`config.mk`:
```
export PLATFORM = sky130hd
export DESIGN_NAME = dp_ram_burst_reader_flat
export DESIGN_NICKNAME = d
export VERILOG_FILES = /design/src/rtl/dp_ram_burst_reader_if.sv /design/src/rtl/dp_ram_burst_reader.sv /design/src/flat_wrapper.sv
export SDC_FILE = /design/constraint.sdc
export NUM_CORES = 1
export LEC_CHECK = 0
export CAP_MARGIN = 20
export CORE_MARGIN = 2
export CORE_UTILIZATION = 60
export CTS_BUF_LIST = sky130_fd_sc_hd__clkbuf_8 sky130_fd_sc_hd__clkbuf_16
export CTS_CLUSTER_SIZE = 16
export DETAILED_ROUTE_END_ITERATION = 10
export PLACE_DENSITY = 0.94
export SLEW_MARGIN = 30
export SYNTH_ARGS = -nofsm -noshare
export SYNTH_HDL_FRONTEND = slang
export SYNTH_SLANG_ARGS = --single-unit
export TNS_END_PERCENT = 30
```
`constraint.sdc`:
```
create_clock -name CK_i -period 3.7 [get_ports CK_i]
set_input_delay 0.925 -clock CK_i [delete_from_list [all_inputs] [get_ports CK_i]]
set_output_delay 0.925 -clock CK_i [all_outputs]
set_load 0.005 [all_outputs]
```
`src/rtl/dp_ram_burst_reader_if.sv`:
```
// Signal bundle between the burst reader, its requester, the RAM read port and the consumer.
// "master" is the reader's own view; "slave" is the view of everything around it.
interface dp_ram_burst_reader_if #(
   parameter int C_DAT_W = 8,
   parameter int C_ADR_W = 10
);
   logic               REQ_i;
   logic [C_ADR_W-1:0] SAs_i;
   logic [C_ADR_W:0]   LEN_i;
   logic               ACK_o;
   logic               BUSY_o;
   logic [C_ADR_W-1:0] RAs_o;
   logic [C_DAT_W-1:0] RDs_i;
   logic [C_DAT_W-1:0] DAT_o;
   logic               DV_o;
   logic               DRDY_i;
   logic               LAST_o;
   logic               DONE_o;

   modport master (
      input  REQ_i, SAs_i, LEN_i, RDs_i, DRDY_i,
      output ACK_o, BUSY_o, RAs_o, DAT_o, DV_o, LAST_o, DONE_o
   );

   modport slave (
      output REQ_i, SAs_i, LEN_i, RDs_i, DRDY_i,
      input  ACK_o, BUSY_o, RAs_o, DAT_o, DV_o, LAST_o, DONE_o
   );
endinterface

```
`src/rtl/dp_ram_burst_reader.sv`:
```
// Burst read master for the dual-port RAM: issues sequential addresses, tracks the fixed
// read latency and streams returned words through a small first-word-fall-through FIFO.
module dp_ram_burst_reader #(
   parameter int C_DAT_W      = 8,
   parameter int C_ADR_W      = 10,
   parameter int C_RD_LAT     = 2,
   parameter int C_FIFO_DEPTH = 4
) (
   input  logic                  CK_i,
   input  logic                  RST_i,
   dp_ram_burst_reader_if.master bus
);
   localparam int PTR_W = $clog2(C_FIFO_DEPTH);
   localparam int CNT_W = PTR_W + 1;
   localparam int OCC_W = PTR_W + 2;
   localparam int LEN_W = C_ADR_W + 1;

   typedef enum logic [1:0] {IDLE, ISSUE, DRAIN} state_t;

   state_t             state_reg;
   logic [C_ADR_W-1:0] ras_reg;
   logic [LEN_W-1:0]   remain_reg;
   logic [LEN_W-1:0]   len_reg;
   logic [LEN_W-1:0]   xfer_reg;
   logic               ack_reg;
   logic               busy_reg;
   logic               done_reg;

   logic [C_RD_LAT-1:0] flight_reg;
   logic [C_RD_LAT-1:0] flight_next;
   logic [CNT_W-1:0]    flight_cnt;

   logic [C_DAT_W-1:0] fifo_mem [C_FIFO_DEPTH];
   logic [PTR_W-1:0]   wr_ptr_reg;
   logic [PTR_W-1:0]   rd_ptr_reg;
   logic [CNT_W-1:0]   count_reg;

   logic [OCC_W-1:0] occ;
   logic             accept;
   logic             can_issue;
   logic             issue;
   logic             capture;
   logic             dv;
   logic             pop;
   logic             last;
   logic             final_xfer;

   assign accept     = (state_reg == IDLE) && bus.REQ_i;
   // Credit counts everything already committed; a pop in the same cycle is not credited.
   assign occ        = OCC_W'(count_reg) + OCC_W'(flight_cnt);
   assign can_issue  = (state_reg == ISSUE) && (occ < OCC_W'(C_FIFO_DEPTH));
   assign issue      = (accept && (bus.LEN_i != '0)) || can_issue;
   assign capture    = flight_reg[C_RD_LAT-1];
   assign dv         = (count_reg != '0);
   assign pop        = dv && bus.DRDY_i;
   assign last       = dv && (xfer_reg == len_reg - LEN_W'(1));
   assign final_xfer = pop && last;

   always_comb begin
      flight_cnt = '0;
      for (int i = 0; i < C_RD_LAT; i++)
         flight_cnt = flight_cnt + CNT_W'(flight_reg[i]);
   end

   // Valid tokens ride alongside the RAM pipeline so data is captured exactly C_RD_LAT edges later.
   assign flight_next[0] = issue;
   genvar gi;
   generate
      for (gi = 1; gi < C_RD_LAT; gi++) begin : g_flight
         assign flight_next[gi] = flight_reg[gi-1];
      end
   endgenerate

   always_ff @(posedge CK_i) begin
      if (RST_i) begin
         flight_reg <= '0;
         wr_ptr_reg <= '0;
         rd_ptr_reg <= '0;
         count_reg  <= '0;
      end else begin
         flight_reg <= flight_next;
         if (capture)
            wr_ptr_reg <= wr_ptr_reg + 1'b1;
         if (pop)
            rd_ptr_reg <= rd_ptr_reg + 1'b1;
         count_reg <= count_reg + CNT_W'(capture) - CNT_W'(pop);
      end
   end

   always_ff @(posedge CK_i) begin
      if (capture)
         fifo_mem[wr_ptr_reg] <= bus.RDs_i;
   end

   always_ff @(posedge CK_i) begin
      if (RST_i) begin
         state_reg  <= IDLE;
         ras_reg    <= '0;
         remain_reg <= '0;
         len_reg    <= '0;
         xfer_reg   <= '0;
         ack_reg    <= 1'b0;
         busy_reg   <= 1'b0;
         done_reg   <= 1'b0;
      end else begin
         ack_reg  <= 1'b0;
         done_reg <= 1'b0;
         if (pop)
            xfer_reg <= xfer_reg + 1'b1;
         case (state_reg)
            IDLE: begin
               if (bus.REQ_i) begin
                  ack_reg  <= 1'b1;
                  busy_reg <= 1'b1;
                  len_reg  <= bus.LEN_i;
                  xfer_reg <= '0;
                  if (bus.LEN_i != '0) begin
                     ras_reg    <= bus.SAs_i;
                     remain_reg <= bus.LEN_i - LEN_W'(1);
                     state_reg  <= (bus.LEN_i == LEN_W'(1)) ? DRAIN : ISSUE;
                  end else begin
                     remain_reg <= '0;
                     state_reg  <= DRAIN;
                  end
               end
            end
            ISSUE: begin
               if (can_issue) begin
                  ras_reg    <= ras_reg + 1'b1;
                  remain_reg <= remain_reg - LEN_W'(1);
                  if (remain_reg == LEN_W'(1))
                     state_reg <= DRAIN;
               end
            end
            DRAIN: begin
               if ((len_reg == '0) || final_xfer) begin
                  done_reg  <= 1'b1;
                  busy_reg  <= 1'b0;
                  state_reg <= IDLE;
               end
            end
            default: state_reg <= IDLE;
         endcase
      end
   end

   assert property (@(posedge CK_i) disable iff (RST_i)
      !(capture && !pop && (count_reg == CNT_W'(C_FIFO_DEPTH))));

   assign bus.ACK_o  = ack_reg;
   assign bus.BUSY_o = busy_reg;
   assign bus.RAs_o  = ras_reg;
   assign bus.DAT_o  = dv ? fifo_mem[rd_ptr_reg] : '0;
   assign bus.DV_o   = dv;
   assign bus.LAST_o = last;
   assign bus.DONE_o = done_reg;
endmodule

```
`src/flat_wrapper.sv`:
```
// flat-port wrapper written by rule: the top's interface ports become plain ports
module dp_ram_burst_reader_flat 
#(
   parameter int C_DAT_W      = 8,
   parameter int C_ADR_W      = 10,
   parameter int C_RD_LAT     = 2,
   parameter int C_FIFO_DEPTH = 4
)
  (CK_i, RST_i, bus_REQ_i, bus_SAs_i, bus_LEN_i, bus_RDs_i, bus_DRDY_i, bus_ACK_o, bus_BUSY_o, bus_RAs_o, bus_DAT_o, bus_DV_o, bus_LAST_o, bus_DONE_o);
  dp_ram_burst_reader_if #(.C_DAT_W(C_DAT_W), .C_ADR_W(C_ADR_W)) bus_i ();
  input  logic CK_i;
  input  logic RST_i;
  input wire logic [$bits(bus_i.REQ_i)-1:0] bus_REQ_i;
  input wire logic [$bits(bus_i.SAs_i)-1:0] bus_SAs_i;
  input wire logic [$bits(bus_i.LEN_i)-1:0] bus_LEN_i;
  input wire logic [$bits(bus_i.RDs_i)-1:0] bus_RDs_i;
  input wire logic [$bits(bus_i.DRDY_i)-1:0] bus_DRDY_i;
  output wire logic [$bits(bus_i.ACK_o)-1:0] bus_ACK_o;
  output wire logic [$bits(bus_i.BUSY_o)-1:0] bus_BUSY_o;
  output wire logic [$bits(bus_i.RAs_o)-1:0] bus_RAs_o;
  output wire logic [$bits(bus_i.DAT_o)-1:0] bus_DAT_o;
  output wire logic [$bits(bus_i.DV_o)-1:0] bus_DV_o;
  output wire logic [$bits(bus_i.LAST_o)-1:0] bus_LAST_o;
  output wire logic [$bits(bus_i.DONE_o)-1:0] bus_DONE_o;
  assign bus_i.REQ_i = bus_REQ_i;
  assign bus_i.SAs_i = bus_SAs_i;
  assign bus_i.LEN_i = bus_LEN_i;
  assign bus_i.RDs_i = bus_RDs_i;
  assign bus_i.DRDY_i = bus_DRDY_i;
  assign bus_ACK_o = bus_i.ACK_o;
  assign bus_BUSY_o = bus_i.BUSY_o;
  assign bus_RAs_o = bus_i.RAs_o;
  assign bus_DAT_o = bus_i.DAT_o;
  assign bus_DV_o = bus_i.DV_o;
  assign bus_LAST_o = bus_i.LAST_o;
  assign bus_DONE_o = bus_i.DONE_o;
  dp_ram_burst_reader #(.C_DAT_W(C_DAT_W), .C_ADR_W(C_ADR_W), .C_RD_LAT(C_RD_LAT), .C_FIFO_DEPTH(C_FIFO_DEPTH)) u_core (.CK_i(CK_i), .RST_i(RST_i), .bus(bus_i));
endmodule
```
==> Flow_metrics.wiki <==
{| class="wikitable"
! Metric !! Value
|-
| R2R setup slack || 1.06 ns
|-
| Commonest cells after routing, fill and taps aside || sky130_fd_sc_hd__dfxtp_1, sky130_fd_sc_hd__clkdlybuf4s50_1, sky130_fd_sc_hd__nor2_1
|-
| Horizontal extent of the die || 91.7 um
|-
| Register cell area after layout || 2140 um2
|-
| Minimum clock period || 3.29 ns
|-
| Latest clock arrival within the worst-skew pair || 0.37 ns
|-
| Via count normalized by instance count || 6.06
|-
| Status || complete, no violations
|-
| Clock buffer depth || 2
|-
| Number of global-route vias before repair || 3585
|-
| Last weighted congestion value of the routability-driven placer || 0.859
|-
| IR Drop Worst-Case VDD || 0.424 mV
|-
| GRT Total Usage || 24.7%
|-
| Ratio of total power to cell area || 604 nW/um2
|-
| Post-synth EDFFs || 32
|-
| Signal arrival time at the worst endpoint || 2.36 ns
|-
| RSZ-0062 raised after global routing || no
|-
| Vias after detailed routing || 3750
|-
| Max-cap check violation count || 0
|-
| Adder and majority cell fraction of the synthesized area || 4.77%
|-
| Global routing usage on met3 || 4.85%
|-
| Hold WC Path Type || flip-flop to flip-flop
|-
| Post-route ant nets || 0
|-
| Final clock skew || 0.0140 ns
|-
| Detailed Route WL || 10100 um
|-
| Share of synthesized registers carrying an async set or reset || 0%
|-
| Gate count after technology mapping || 469
|-
| Buffers inserted during post-CTS setup optimization || 0
|-
| First-pass detailed-route iteration total || 5
|-
| Worst slew pin tran || 0.912 ns
|-
| Flop and latch count out of synthesis || 91
|-
| Global-route wire length before repair || 16600 um
|-
| Crit path launch type || flip-flop
|-
| Setup-failing EPs final || 0
|-
| Last element of the critical path || bus_LAST_o
|-
| Global routing usage on met2 || 41.9%
|-
| H-Tree Depth || 3
|-
| Final-report hold violation count || 0
|-
| Number of I/O pins || 56
|-
| Max reg flops || 32
|-
| Post-DP HPWL || 7260 um
|-
| Crit path capture type || output port
|-
| Layout Nets || 565
|-
| Root buffer selected by CTS || sky130_fd_sc_hd__clkbuf_8
|-
| CTS tree || done
|-
| Most common cell after layout, fill and taps aside || sky130_fd_sc_hd__dfxtp_1
|-
| Layer with the highest usage after global routing || met2
|-
| Main combinational cell family by area after synthesis || simple AND/OR/NAND/NOR gates
|-
| Max-slew headroom at the worst pin || 39.0%
|-
| Total inserted antenna cells || 0
|-
| RR Startpoint || u_core.count_reg[1]
|-
| Met1 demand-to-capacity share in global routing || 31.3%
|-
| Row count || 31
|-
| Path depth of the worst reg2reg path || 9
|-
| Post-Synthesis Mean Instance Area || 9.84 um2
|-
| Sum of negative setup slack || 0 ns
|-
| Ratio of final minimum period to clock period || 88.9%
|-
| Proportion of synthesized area in mux cells || 4.34%
|-
| Antenna violations before repair || 0
|-
| Leakage Power || 0.00191 uW
|-
| RR Endpoint || u_core.count_reg[2]
|-
| Multi-input gate area in the final layout || 2320 um2
|-
| Worst setup path startpoint || u_core.len_reg[4]
|-
| Area grow syn2layout || 17.7%
|-
| Simple-gate share of the synthesized area || 19.9%
|-
| Detail-routed net length per standard cell || 16.3 um
|-
| Syn_nets || 519
|-
| Share of cells above drive strength 1 || 7.88%
|-
| DIE AREA || 8410 um2
|-
| DRC viols || 0
|-
| Cell area after synthesis || 4620 um2
|-
| Total number of yosys warnings || 0
|-
| Fin. max-slew vios || 0
|-
| Clock transition at the registers of the reported paths || 0.10 ns
|-
| Worst Slack Setup Final || 0.411 ns
|-
| Kind of critical path || flip-flop to output port
|-
| Worst slack after detailed placement || 0.410 ns
|-
| Maximum number of pins on one net before global-route repair || 28
|-
| Maximum fanout along the worst path || 8
|-
| Required @ worst endpoint || 2.77 ns
|-
| Total number of clock tree sinks || 91
|-
| Number of design-rule violations left by the first detailed-router iteration || 230
|-
| GR Overflow Total || 0
|-
| Sequential-to-total area share from yosys stat || 46.4%
|-
| Initial standard-cell utilization of the core || 62.6%
|-
| Register name with the most flops || u_core.fifo_mem
|-
| Area inside the core boundary || 7370 um2
|-
| Primary FF master, synth || sky130_fd_sc_hd__dfxtp_1
|-
| Max Clock Freq || 304 MHz
|-
| Synth cell types || 55
|-
| DIE HEIGHT || 91.7 um
|-
| Compound-gate portion of the synthesized area || 14.2%
|-
| XOR/XNOR share of the synthesized area || 6.64%
|-
| Number of filler cells placed in the layout || 526
|-
| Cts bufs inserted || 9
|-
| Count of input and output buffers || 55
|}
## Yosys cell counts, types with 4 or more instances
cell type,n,area (um2)
sky130_fd_sc_hd__nor2b_1,4,25.0
sky130_fd_sc_hd__inv_1,17,63.8
sky130_fd_sc_hd__a21oi_1,22,110
sky130_fd_sc_hd__xnor2_1,20,175
sky130_fd_sc_hd__o221ai_1,4,35.0
sky130_fd_sc_hd__dfxtp_1,59,1180
sky130_fd_sc_hd__and2_1,16,100
sky130_fd_sc_hd__mux4_2,8,180
sky130_fd_sc_hd__o21ai_0,22,110
sky130_fd_sc_hd__o22ai_1,4,25.0
sky130_fd_sc_hd__clkbuf_1,23,86.3
sky130_fd_sc_hd__nand2_1,44,165
sky130_fd_sc_hd__nand2b_1,4,25.0
sky130_fd_sc_hd__a211oi_1,4,30.0
sky130_fd_sc_hd__nor3_1,12,60.1
sky130_fd_sc_hd__edfxtp_1,32,961
sky130_fd_sc_hd__nand4_1,6,37.5
sky130_fd_sc_hd__nor4_1,11,68.8
sky130_fd_sc_hd__ha_1,16,200
sky130_fd_sc_hd__or3_1,7,43.8
sky130_fd_sc_hd__nor2_1,45,169
sky130_fd_sc_hd__a22o_1,8,70.1
sky130_fd_sc_hd__o32ai_1,8,70.1
sky130_fd_sc_hd__xor2_1,15,131
sky130_fd_sc_hd__nand3_1,9,45.0
sky130_fd_sc_hd__a22oi_1,5,37.5
sky130_fd_sc_hd__a311oi_1,4,35.0
## cell families (layout without fill, tap and decap cells)
logic type / count (synthesis) / count (layout)
multiplexers: 10 / 10
flip-flops: 91 / 91
AO/OA/AOI/OAI: 94 / 94
AND/OR/NAND/NOR: 179 / 179
buffers and inverters: 43 / 94
adder cells (fa/ha/maj): 17 / 17
XOR/XNOR: 35 / 35
## critical path: stages, from the launching register on
cell and delay, ns:
sky130_fd_sc_hd__dfxtp_2 0.37, sky130_fd_sc_hd__or4_4 0.55, sky130_fd_sc_hd__or3_1 0.37, sky130_fd_sc_hd__a211oi_2 0.23, sky130_fd_sc_hd__a31oi_1 0.09, sky130_fd_sc_hd__nor4_1 0.24, sky130_fd_sc_hd__dlymetal6s2s_1 0.16
## what timing repair did
item	in CTS	in global routing
hold buffers	0	0
endpoints found under the setup margin	0	1
resized for setup	0	5
## worst min path at each step
| stage | from | to | depth (start not counted) |
|---|---|---|---|
| after floorplan | u_core.flight_reg[0] | u_core.flight_reg[1] | 1 |
| after global placement | u_core.flight_reg[0] | u_core.flight_reg[1] | 1 |
| after detailed placement | u_core.bus.RAs_o[9] | u_core.bus.RAs_o[9] | 2 |
| after CTS | u_core.bus.RAs_o[9] | u_core.bus.RAs_o[9] | 2 |
| after global routing | u_core.flight_reg[0] | u_core.flight_reg[1] | 1 |
| final | u_core.bus.RAs_o[9] | u_core.bus.RAs_o[9] | 2 |
## power breakdown
part	internal (uW)	switching (uW)
logic	636	623
clock network	254	375
registers	1190	202
total	2080	1200
## per-layer routing
layer / up-vias / part of all wire [%] / wire length [um]
met5: - / 0 / 0
met1: 1779 / 43 / 4310
met2: 146 / 49 / 4980
li1: 1802 / - / -
met3: 23 / 6.1 / 611
met4: 0 / 1.9 / 193
## cell type report
type	instances	area share, %
multi-input cells	335	42.7
flip-flops and latches	91	39.5
well taps	99	2.28
clock buffers	9	2.28
clock inverters	7	1.15
inverters	17	1.17
repair buffers	61	11.0
## stage by stage
step	area (um2)	hold slack (ns)	std cells	utilization (%)	total power (uW)
floorplan	4620	0.442	469	-	2220
global placement	5230	0.467	603	71.0	2590
detailed placement	5230	0.488	603	71.0	2650
CTS	5420	0.500	619	73.5	3270
global route	5440	0.510	619	73.8	3500
finish	5440	0.495	619	73.8	3280
Note: power is estimated with default switching activity, not from simulation.
